`src/rtl/key_entry_sequencer_if.sv`:
```
// Key-stream and ALU request/result bundle for key_entry_sequencer.
// The sequencer consumes keys, issues ALU requests and drives the display,
// so it connects through the slave modport; the environment (key source,
// ALU model, display sink) uses the master modport.
interface key_entry_sequencer_if #(
  parameter int WIDTH = 16
);
  logic [4:0]       i_key;
  logic             i_key_valid;
  logic             o_key_ready;
  logic [WIDTH-1:0] o_alu_a;
  logic [WIDTH-1:0] o_alu_b;
  logic [1:0]       o_alu_op;
  logic             o_alu_valid;
  logic             i_alu_ready;
  logic [WIDTH-1:0] i_res;
  logic             i_res_err;
  logic             i_res_valid;
  logic [WIDTH-1:0] o_display;
  logic             o_error;

  modport slave (
    input  i_key, i_key_valid, i_alu_ready, i_res, i_res_err, i_res_valid,
    output o_key_ready, o_alu_a, o_alu_b, o_alu_op, o_alu_valid, o_display, o_error
  );

  modport master (
    output i_key, i_key_valid, i_alu_ready, i_res, i_res_err, i_res_valid,
    input  o_key_ready, o_alu_a, o_alu_b, o_alu_op, o_alu_valid, o_display, o_error
  );
endinterface

```
`src/rtl/key_entry_sequencer.sv`:
```
// key_entry_sequencer: turns the button_reader key stream into decimal
// operands and ALU requests, tracks operator chaining (e.g. 7*6-2=) and
// feeds the display path with the operand being typed or the last result.
module key_entry_sequencer #(
  parameter int WIDTH = 16
) (
  input  logic                  clk,
  input  logic                  rst,
  key_entry_sequencer_if.slave  bus
);

  typedef enum logic [2:0] {
    ST_ENTRY_A  = 3'd0,
    ST_OP       = 3'd1,
    ST_ENTRY_B  = 3'd2,
    ST_REQ      = 3'd3,
    ST_WAIT_RES = 3'd4,
    ST_RESULT   = 3'd5,
    ST_ERROR    = 3'd6
  } state_t;

  localparam logic [4:0] KEY_AC  = 5'd16;
  localparam logic [4:0] KEY_ADD = 5'd17;
  localparam logic [4:0] KEY_DIV = 5'd20;
  localparam logic [4:0] KEY_EQ  = 5'd21;

  // Decimal shift-in of one digit, computed 4 bits wider than the operand
  // so an out-of-range result is visible in the top bits instead of wrapping.
  function automatic logic [WIDTH+3:0] acc_digit(input logic [WIDTH-1:0] v,
                                                 input logic [3:0]       d);
    logic [WIDTH+3:0] ten;
    ten = {{WIDTH{1'b0}}, 4'd10};
    return ({4'd0, v} * ten) + {{WIDTH{1'b0}}, d};
  endfunction

  state_t           state_r,   state_s;
  logic [WIDTH-1:0] a_r,       a_s;
  logic [WIDTH-1:0] b_r,       b_s;
  logic [1:0]       op_r,      op_s;
  logic [1:0]       next_op_r, next_op_s;
  logic             chain_r,   chain_s;

  logic             key_ready_s;
  logic             key_fire_s;
  logic             is_digit_s;
  logic             is_arith_s;
  logic             is_eq_s;
  logic             is_ac_s;
  logic [1:0]       key_op_s;
  logic [WIDTH-1:0] digit_s;
  logic [WIDTH+3:0] acc_a_s;
  logic [WIDTH+3:0] acc_b_s;
  logic             acc_a_fits_s;
  logic             acc_b_fits_s;

  // Key decode, handshake and digit-accumulation candidates.
  always_comb begin
    key_ready_s  = (state_r != ST_REQ) && (state_r != ST_WAIT_RES);
    key_fire_s   = bus.i_key_valid & key_ready_s;
    is_digit_s   = (bus.i_key <= 5'd9);
    is_ac_s      = (bus.i_key == KEY_AC);
    is_arith_s   = (bus.i_key >= KEY_ADD) && (bus.i_key <= KEY_DIV);
    is_eq_s      = (bus.i_key == KEY_EQ);
    // ADD(17)..DIV(20) map to 00..11: low two bits minus one, mod 4.
    key_op_s     = bus.i_key[1:0] - 2'd1;
    digit_s      = {{(WIDTH-4){1'b0}}, bus.i_key[3:0]};
    acc_a_s      = acc_digit(a_r, bus.i_key[3:0]);
    acc_b_s      = acc_digit(b_r, bus.i_key[3:0]);
    acc_a_fits_s = (acc_a_s[WIDTH+3:WIDTH] == 4'd0);
    acc_b_fits_s = (acc_b_s[WIDTH+3:WIDTH] == 4'd0);
  end

  // Next-state and next-register computation for the entry/request FSM.
  always_comb begin
    state_s   = state_r;
    a_s       = a_r;
    b_s       = b_r;
    op_s      = op_r;
    next_op_s = next_op_r;
    chain_s   = chain_r;

    if (key_fire_s && is_ac_s) begin
      // AC is only reachable in ready states and acts like a reset.
      state_s   = ST_ENTRY_A;
      a_s       = '0;
      b_s       = '0;
      op_s      = 2'd0;
      next_op_s = 2'd0;
      chain_s   = 1'b0;
    end else begin
      case (state_r)
        ST_ENTRY_A: begin
          if (key_fire_s && is_digit_s) begin
            if (acc_a_fits_s) begin
              a_s = acc_a_s[WIDTH-1:0];
            end else begin
              a_s = a_r;
            end
          end else if (key_fire_s && is_arith_s) begin
            op_s    = key_op_s;
            state_s = ST_OP;
          end else begin
            state_s = ST_ENTRY_A;
          end
        end

        ST_OP: begin
          if (key_fire_s && is_digit_s) begin
            b_s     = digit_s;
            state_s = ST_ENTRY_B;
          end else if (key_fire_s && is_arith_s) begin
            op_s = key_op_s;
          end else begin
            state_s = ST_OP;
          end
        end

        ST_ENTRY_B: begin
          if (key_fire_s && is_digit_s) begin
            if (acc_b_fits_s) begin
              b_s = acc_b_s[WIDTH-1:0];
            end else begin
              b_s = b_r;
            end
          end else if (key_fire_s && is_eq_s) begin
            chain_s = 1'b0;
            state_s = ST_REQ;
          end else if (key_fire_s && is_arith_s) begin
            // Operator pressed instead of EQ: remember it and resume in OP
            // once the pending result lands in a.
            next_op_s = key_op_s;
            chain_s   = 1'b1;
            state_s   = ST_REQ;
          end else begin
            state_s = ST_ENTRY_B;
          end
        end

        ST_REQ: begin
          if (bus.i_alu_ready) begin
            state_s = ST_WAIT_RES;
          end else begin
            state_s = ST_REQ;
          end
        end

        ST_WAIT_RES: begin
          if (bus.i_res_valid && bus.i_res_err) begin
            state_s = ST_ERROR;
          end else if (bus.i_res_valid) begin
            a_s = bus.i_res;
            b_s = '0;
            if (chain_r) begin
              op_s    = next_op_r;
              chain_s = 1'b0;
              state_s = ST_OP;
            end else begin
              state_s = ST_RESULT;
            end
          end else begin
            state_s = ST_WAIT_RES;
          end
        end

        ST_RESULT: begin
          if (key_fire_s && is_digit_s) begin
            a_s     = digit_s;
            state_s = ST_ENTRY_A;
          end else if (key_fire_s && is_arith_s) begin
            op_s    = key_op_s;
            state_s = ST_OP;
          end else begin
            state_s = ST_RESULT;
          end
        end

        ST_ERROR: begin
          // Everything except AC (handled above) is swallowed here.
          state_s = ST_ERROR;
        end

        default: begin
          state_s = ST_ENTRY_A;
        end
      endcase
    end
  end

  // State and operand registers with synchronous reset.
  always_ff @(posedge clk) begin
    if (rst) begin
      state_r   <= ST_ENTRY_A;
      a_r       <= '0;
      b_r       <= '0;
      op_r      <= 2'd0;
      next_op_r <= 2'd0;
      chain_r   <= 1'b0;
    end else begin
      state_r   <= state_s;
      a_r       <= a_s;
      b_r       <= b_s;
      op_r      <= op_s;
      next_op_r <= next_op_s;
      chain_r   <= chain_s;
    end
  end

  // Output decode; everything is a function of registered state only.
  always_comb begin
    bus.o_key_ready = key_ready_s;
    bus.o_alu_a     = a_r;
    bus.o_alu_b     = b_r;
    bus.o_alu_op    = op_r;
    bus.o_alu_valid = (state_r == ST_REQ);
    bus.o_error     = (state_r == ST_ERROR);
    case (state_r)
      ST_ENTRY_B: bus.o_display = b_r;
      ST_ERROR:   bus.o_display = '0;
      default:    bus.o_display = a_r;
    endcase
  end

endmodule

```
`src/flat_wrapper.sv`:
```
// flat-port wrapper written by rule: the top's interface ports become plain ports
module key_entry_sequencer_flat 
#(
  parameter int WIDTH = 16
)
  (clk, rst, bus_i_key, bus_i_key_valid, bus_i_alu_ready, bus_i_res, bus_i_res_err, bus_i_res_valid, bus_o_key_ready, bus_o_alu_a, bus_o_alu_b, bus_o_alu_op, bus_o_alu_valid, bus_o_display, bus_o_error);
  key_entry_sequencer_if #(.WIDTH(WIDTH)) bus_i ();
  input  logic clk;
  input  logic rst;
  input wire logic [$bits(bus_i.i_key)-1:0] bus_i_key;
  input wire logic [$bits(bus_i.i_key_valid)-1:0] bus_i_key_valid;
  input wire logic [$bits(bus_i.i_alu_ready)-1:0] bus_i_alu_ready;
  input wire logic [$bits(bus_i.i_res)-1:0] bus_i_res;
  input wire logic [$bits(bus_i.i_res_err)-1:0] bus_i_res_err;
  input wire logic [$bits(bus_i.i_res_valid)-1:0] bus_i_res_valid;
  output wire logic [$bits(bus_i.o_key_ready)-1:0] bus_o_key_ready;
  output wire logic [$bits(bus_i.o_alu_a)-1:0] bus_o_alu_a;
  output wire logic [$bits(bus_i.o_alu_b)-1:0] bus_o_alu_b;
  output wire logic [$bits(bus_i.o_alu_op)-1:0] bus_o_alu_op;
  output wire logic [$bits(bus_i.o_alu_valid)-1:0] bus_o_alu_valid;
  output wire logic [$bits(bus_i.o_display)-1:0] bus_o_display;
  output wire logic [$bits(bus_i.o_error)-1:0] bus_o_error;
  assign bus_i.i_key = bus_i_key;
  assign bus_i.i_key_valid = bus_i_key_valid;
  assign bus_i.i_alu_ready = bus_i_alu_ready;
  assign bus_i.i_res = bus_i_res;
  assign bus_i.i_res_err = bus_i_res_err;
  assign bus_i.i_res_valid = bus_i_res_valid;
  assign bus_o_key_ready = bus_i.o_key_ready;
  assign bus_o_alu_a = bus_i.o_alu_a;
  assign bus_o_alu_b = bus_i.o_alu_b;
  assign bus_o_alu_op = bus_i.o_alu_op;
  assign bus_o_alu_valid = bus_i.o_alu_valid;
  assign bus_o_display = bus_i.o_display;
  assign bus_o_error = bus_i.o_error;
  key_entry_sequencer #(.WIDTH(WIDTH)) u_core (.clk(clk), .rst(rst), .bus(bus_i));
endmodule
```
`config.mk`:
```
export PLATFORM = sky130hd
export DESIGN_NAME = key_entry_sequencer_flat
export DESIGN_NICKNAME = d
export VERILOG_FILES = /design/src/rtl/key_entry_sequencer_if.sv /design/src/rtl/key_entry_sequencer.sv /design/src/flat_wrapper.sv
export SDC_FILE = /design/constraint.sdc
export NUM_CORES = 1
export LEC_CHECK = 0
export BUFFER_PORTS_ARGS = -buffer_cell sky130_fd_sc_hd__buf_2
export CORE_ASPECT_RATIO = 1.75
export CORE_MARGIN = 1.5
export CORE_UTILIZATION = 55
export CTS_CLUSTER_DIAMETER = 120
export DETAILED_ROUTE_END_ITERATION = 6
export PLACE_DENSITY = 0.79
export SLEW_MARGIN = 10
export SYNTH_ARGS = -nofsm -noshare
export SYNTH_HDL_FRONTEND = slang
export SYNTH_SLANG_ARGS = --single-unit
```
`constraint.sdc`:
```
create_clock -name clk -period 5.6 [get_ports clk]
set_input_delay 0.56 -clock clk [delete_from_list [all_inputs] [get_ports clk]]
set_output_delay 0.56 -clock clk [all_outputs]
set_load 0.05 [all_outputs]
```
==> Word-level counts from Yosys, hierarchy flattened <==
Cells that the tools add are included.
{ "totals": {"regBits": 40, "out_inout_bits": 53, "word_cells": 102} }
{ "classes": {"addsub": 3, "mul": 2, "order_cmp": 3, "eq_ne": 25, "n_mux": 38, "bitwise_logic": 3, "n_reduce_logical": 22} }
{ "op_table": {"columns": ["op", "n"], "rows": [
  ["$mux 16", 9],
  ["$pmux 16 s3", 2],
  ["$add 20x4->20", 2],
  ["$mul 16x3->19 const B", 2],
  ["$mux 3", 11],
  ["$pmux 16 s2", 1],
  ["$pmux 3 s7", 1],
  ["$reduce_and 6->1", 3],
  ["$ne 2x1->1 const B", 8],
  ["$eq 5x5->1 const B", 2],
  ["$mux 2", 5],
  ["$ne 2x2->1 const B", 5],
  ["$eq 3x3->1 const B", 3],
  ["$logic_not 4->1", 2],
  ["$logic_and 1x1->1", 7],
  ["$mux 1", 7],
  ["$eq 3x2->1 const B", 2],
  ["$ne 3x2->1 const B", 2],
  ["$reduce_bool 3->1", 2],
  ["$ge 5x5->1 const B", 1],
  ["$le 5x4->1 const B", 1],
  ["$le 5x5->1 const B", 1],
  ["$reduce_and 5->1", 1],
  ["$pmux 2 s2", 1],
  ["other kinds (13)", 15]
]} }

==> Longest topological paths before layout <==
{ "logic_depth": {"ltp_word": 8, "mapped_depth": 13, "depth_no_buf": 12} }

==> Worst setup path after synthesis <==
OpenSTA, ideal clock, no wires.
{ "synth_timing": {"kind": "reg2reg", "startpoint": "reg u_core.b_r[1] (netlist: u_core.bus.o_alu_b[1])", "endpoint": "reg u_core.b_r[1] (netlist: u_core.bus.o_alu_b[1])", "setup_time_ps": 122, "t_arrival_ps": 4521, "required_ps": 5478, "slack_ps": 958, "path_stages_with_launch": 13, "path_buffers": 0, "cell_sequence": "dfxtp_1 > ha_1 > ha_1 > fa_1 > a211oi_2 > or2_4 > nand2_1 > or4_1 > or4b_4 > or4_1 > a221oi_4 > nor2_1 > a221o_1"} }
{ "synth_via": {"elab_chain_cells": 5} }
{ "synth_rtl": {"columns": ["element", "line_no", "rtl"], "rows": [
  ["start: declaration", "key_entry_sequencer.sv:38", "logic [WIDTH-1:0] b_r, b_s;"],
  ["start signal: assignment", "key_entry_sequencer.sv:201", "b_r <= b_s;"],
  ["$mul 16x3->19", "key_entry_sequencer.sv:33", "return ({4'd0, v} * ten) + {{WIDTH{1'b0}}, d};"],
  ["$add 20x4->20", "key_entry_sequencer.sv:33", null],
  ["$logic_not 4->1", "key_entry_sequencer.sv:70", "acc_b_fits_s = (acc_b_s[WIDTH+3:WIDTH] == 4'd0);"],
  ["$ne 2x1->1 (no source line)", null, null],
  ["$reduce_and 6->1 (no source line)", null, null]
]} }
Every way passes these cells.
A chain may end at the register's enable or synchronous reset.

==> Worst setup path in the final report <==
{ "layout_timing": {"startpoint": "reg u_core.b_r[3] (netlist: u_core.bus.o_alu_b[3])", "endpoint": "reg u_core.b_r[15] (netlist: u_core.bus.o_alu_b[15])"} }
{ "layout_via": {"elab_chain_cells": 5, "elab_cells_between_ends": 8, "classes_between": "add/sub (1); mul (1); eq/ne (1); mux (3); reduce/logical (2)"} }
{ "layout_rtl": {"columns": ["element", "line_no"], "rows": [
  ["$mul 16x3->19 (*)", "key_entry_sequencer.sv:33"],
  ["$add 20x4->20 (*)", "key_entry_sequencer.sv:33"],
  ["$logic_not 4->1 / $mux 16 (equally long branches)", "key_entry_sequencer.sv:70, key_entry_sequencer.sv:120"],
  ["$ne 2x1->1 (no source line) / $mux 16 (equally long branches)", null],
  ["$reduce_and 6->1 (no source line) / $pmux 16 s3 (equally long branches)", null]
]} }
Mark *: on every way between the ends. The rest lies on a longest branch, timed or not. The select of a mux whose other input is x is not followed.

==> reports/summary.md <==
Leading register cell type out of synthesis: sky130_fd_sc_hd__dfxtp_1. Count of routing violations after the opening detailed-route iteration: 425. The nature of the critical path endpoint is a flip-flop. In this run the static leakage power is 2.70 nW. The part of the cycle the worst path needs was 84.2%. Once detail routing completed, the nets flagged for antenna violations numbered 0.

In this run the tightest slew margin relative to its limit is 33.7%. For the max-capacitance violation count, the log shows 0. Proportion of layout cells with a drive suffix above 1: 15.6%. The critical path is of the flip-flop to flip-flop type. Synthesis inferred 40 register bits.

In this run the deepest clock path goes through 2 buffers. In this run the clock root is driven by a sky130_fd_sc_hd__clkbuf_16. Critical path's top delay family: simple AND/OR/NAND/NOR gates. After clock tree synthesis, the repair step resized 0 gates. Once the floorplan was initialized, standard cells occupied 56.7% of the core. The startpoint type of the worst setup path is a flip-flop. In this run the core area contains 45 standard-cell rows. In the final routed layout, each cell accounts on average for 18.4 um.

The number of cells in the design after placement came out at 826. The min-delay analysis places its worst path in the category flip-flop to flip-flop. The core region is 0.00873 mm^2. The initial antenna violation count was 0; the post-detailed-placement cell area was 0.00541 mm^2.

In this run the number of cells on the critical path is 12. Setup slack closes at 0.882 ns. The slew at the pin closest to its max-slew limit was 0.991 ns; the synthesized instance count was 654. The final route contains 5387 vias.

Via count of the first global-routing pass: 5145. The antenna cell count was 0. The critical path goes through ha_1 > ha_1 > fa_1 > a211oi_2 > or2_4 > nand2_1 > or4_1 > or4b_4 > or4_1 > a221oi_4 > nand3_4 > o31ai_1. The commonest cells after synthesis are sky130_fd_sc_hd__nand2_1 (94), sky130_fd_sc_hd__ha_1 (64), sky130_fd_sc_hd__nor2_1 (54), sky130_fd_sc_hd__a21oi_1 (53), sky130_fd_sc_hd__dfxtp_1 (40).

The run gives 0.490 ns as the worst hold-check slack. The hold violation total from the final report is 0, and the pin count of the biggest net entering global routing is 33. The clock period could shrink to 4.72 ns. The total wirelength of the detailed-routed design was 15400 um. The share of synthesized area in the top cell type comes to 16.2%. Among all cell types in the netlist, the one instantiated most often is sky130_fd_sc_hd__nand2_1.

After synthesis, the largest family of logic cells by area is simple AND/OR/NAND/NOR gates. The adder and majority cell fraction of the synthesized area is 17.8%, and the first-pass GRT wire length is 24200 um. The final setup TNS was 0 ns; the worst path required time was 5.80 ns. After routing the design area is 0.00556 mm^2. Summing internal, switching and leakage power gives 0.782 mW.

Setup repair after global routing left no endpoint under its margin. Simple-gate share of the synthesized area: 26.1%. The floorplan step set the die height to 129 um. Iteration count of the initial detailed-routing pass: 6.

Together, buffers and inverters on the worst path number 0. After detailed routing, the number of remaining DRC violations is 0. For the count of cell types in the netlist, the log shows 72. The synthesized netlist occupies a cell area of 0.00495 mm^2.

Counting the fill cells in the layout gives 779. The global-route usage over all layers came out at 32.2%. Measured in cells, the most critical reg-to-reg path has a length of 12. For the clock net sink count, the log shows 40.

Yosys printed 0 warnings. The fraction of the mapped netlist area in compound gates is 23.9%. The count of non-filler cells in the finished layout was 834.

The die covers 0.00961 mm^2. Number of hold buffers added after cts: 0. The worst hold path passes through 2 cells.

In this run, synthesis inferred 0 flip-flops with an integrated enable. Of all flip-flops after synthesis, the portion carrying an async set or reset was 0%. In this run the worst path has a maximum fanout of 13.

By area the synthesized netlist is led by sky130_fd_sc_hd__dfxtp_1 (16%), sky130_fd_sc_hd__ha_1 (16%), sky130_fd_sc_hd__nand2_1 (7.1%), sky130_fd_sc_hd__a21oi_1 (5.4%), sky130_fd_sc_hd__mux2i_1 (4.2%). The per-cell via count in the routed design was 6.46. For the number of nets in the finished design, the log shows 811.

The run gives 63.8% as the share of the core filled with cells in the final layout. Multiplexer cells account for 4.70% of the synthesized area. TritonCTS built the clock tree. The flow ran to the end, and the final reports show no timing, DRC or antenna violations. IR analysis of the VDD net gives a maximum drop of 0.000112 V. The number of buffers created by CTS came out at 5. The die span in x was 74.7 um; the number of buffers inserted by post-CTS setup repair was 0. The post-synth net total was 749; the synthesis-to-finish area growth was 12.4%.

The H-tree generated during clock tree synthesis spans 2 levels. Timing would allow up to 0.212 GHz. Data on the critical path arrives at its endpoint at 4.92 ns. Pin placement for this block handled 80 I/O pins. Summed over all instances, the cell type with the most area after synthesis is sky130_fd_sc_hd__dfxtp_1. In this run the tool buffered the top-level ports with 79 buffer cells.

Of the total synthesized cell area, the portion taken by XOR and XNOR cells is 7.07%. For this run, the slowest stage of the critical path takes 0.53 ns. The total global routing overflow is 0.

The share of the yosys chip area belonging to registers came out at 16.2%. The setup slack of the worst register-to-register path is 0.88 ns. Library cell contributing the largest single delay on the critical path: sky130_fd_sc_hd__or4b_4. Clock skew on the completed layout was measured at 0.00641 ns. The power density relative to cell area is 140 mW/mm^2. Detailed placement ended at an HPWL of 12100 um.

Dividing the synthesized area by the synthesized cell count gives 7.57 um^2. The logs give 0.29 ns for the clock latency at the later pin of the worst-skew pair and 0 for the number of failing setup endpoints in the final timing report. The clock-pin slew reported for the worst setup and hold paths after clock tree synthesis came out at 0.06 ns. For the final count of pins violating max slew, the log shows 0. Routability-driven placement finished with a final weighted congestion of 0.912. Prior to clock tree synthesis, the placed netlist has a worst setup slack of 0.903 ns.
[area by class of cell]
| cell class | count | area [um^2] | area share (%) |
|---|---|---|---|
| inverter | 26 | 97.6 | 1.75 |
| sequential | 40 | 801 | 14.4 |
| tap | 117 | 146 | 2.63 |
| clock inverter | 2 | 15.0 | 0.270 |
| multi-input combinational | 560 | 3940 | 70.8 |
| clock buffer | 6 | 139 | 2.50 |
| timing repair buffer | 83 | 425 | 7.65 |
[path summary, 6_finish.rpt]
kind / from / endpoint
max: u_core.bus.o_alu_b[3] / u_core.bus.o_alu_b[15]
min: u_core.bus.o_alu_op[0] / u_core.bus.o_alu_op[0]
max reg2reg: u_core.bus.o_alu_b[3] / u_core.bus.o_alu_b[15]
min reg2reg: u_core.bus.o_alu_op[0] / u_core.bus.o_alu_op[0]
[state kept, by name (all words and copies together), names as in the netlist]
signal,count
u_core.bus.o_alu_a,16
u_core.bus.o_alu_b,16
u_core.state_r,3
u_core.bus.o_alu_op,2
u_core.next_op_r,2
u_core.chain_r,1
[logic make-up (layout without fill, tap and decap cells)]
family	after synthesis	in the layout
AOI/OAI and AO/OA	174	174
adders and majority gates	68	68
DFF	40	40
xor gates and xnor gates	40	40
buffers and inverters	54	117
muxes	23	23
and+or+nand+nor	255	255
[worst register-to-register path, stage by stage (launching register included)]
cell and delay [ns]:
sky130_fd_sc_hd__dfxtp_1 0.49, sky130_fd_sc_hd__ha_1 0.30, sky130_fd_sc_hd__ha_1 0.23, sky130_fd_sc_hd__fa_1 0.42, sky130_fd_sc_hd__a211oi_2 0.42, sky130_fd_sc_hd__or2_4 0.22
sky130_fd_sc_hd__nand2_1 0.07, sky130_fd_sc_hd__or4_1 0.50, sky130_fd_sc_hd__or4b_4 0.53, sky130_fd_sc_hd__or4_1 0.47, sky130_fd_sc_hd__a221oi_4 0.39, sky130_fd_sc_hd__nand3_4 0.30
sky130_fd_sc_hd__o31ai_1 0.30
[power by group]
part           total, mW  internal, mW  switching, mW  leakage, nW
sequential         0.302         0.291         0.0111        0.323
clock              0.297         0.177          0.119       0.0691
combinational      0.183        0.0602          0.123         2.31
[routing by layer]
metal / part of all wire, % / GRT usage (%) / vias to the layer above / routed length, um
met5: 0 / 0 / - / 0
met4: 4.9 / 17.3 / 0 / 757
met3: 4.9 / 3.84 / 68 / 746
li1: - / - / 2554 / -
met1: 37 / 33.7 / 2538 / 5620
met2: 54 / 60.1 / 227 / 8250
[cells in the final DEF, fill, tap and decap left out, types with 5 or more instances in the layout]
cell type,synthesis,final
sky130_fd_sc_hd__a31oi_1,10,10
sky130_fd_sc_hd__nand2b_1,5,5
sky130_fd_sc_hd__inv_1,26,26
sky130_fd_sc_hd__mux2i_1,21,21
sky130_fd_sc_hd__nor2b_1,6,6
sky130_fd_sc_hd__nand4_1,18,18
sky130_fd_sc_hd__a211oi_1,9,9
sky130_fd_sc_hd__dfxtp_1,40,40
sky130_fd_sc_hd__o21ai_0,27,27
sky130_fd_sc_hd__and3_1,6,6
sky130_fd_sc_hd__a21o_1,9,9
sky130_fd_sc_hd__o31ai_1,8,8
sky130_fd_sc_hd__nand2_1,94,94
sky130_fd_sc_hd__nor2_1,54,54
sky130_fd_sc_hd__a21oi_1,53,53
sky130_fd_sc_hd__o211ai_1,7,7
sky130_fd_sc_hd__clkbuf_16,0,5
sky130_fd_sc_hd__xnor2_1,24,24
sky130_fd_sc_hd__ha_1,64,64
sky130_fd_sc_hd__nand3_1,18,18
sky130_fd_sc_hd__xor2_1,16,16
sky130_fd_sc_hd__buf_2,1,79
sky130_fd_sc_hd__a211o_1,7,7
sky130_fd_sc_hd__nor3_1,12,12
Power figures use the tool's default switching activity.
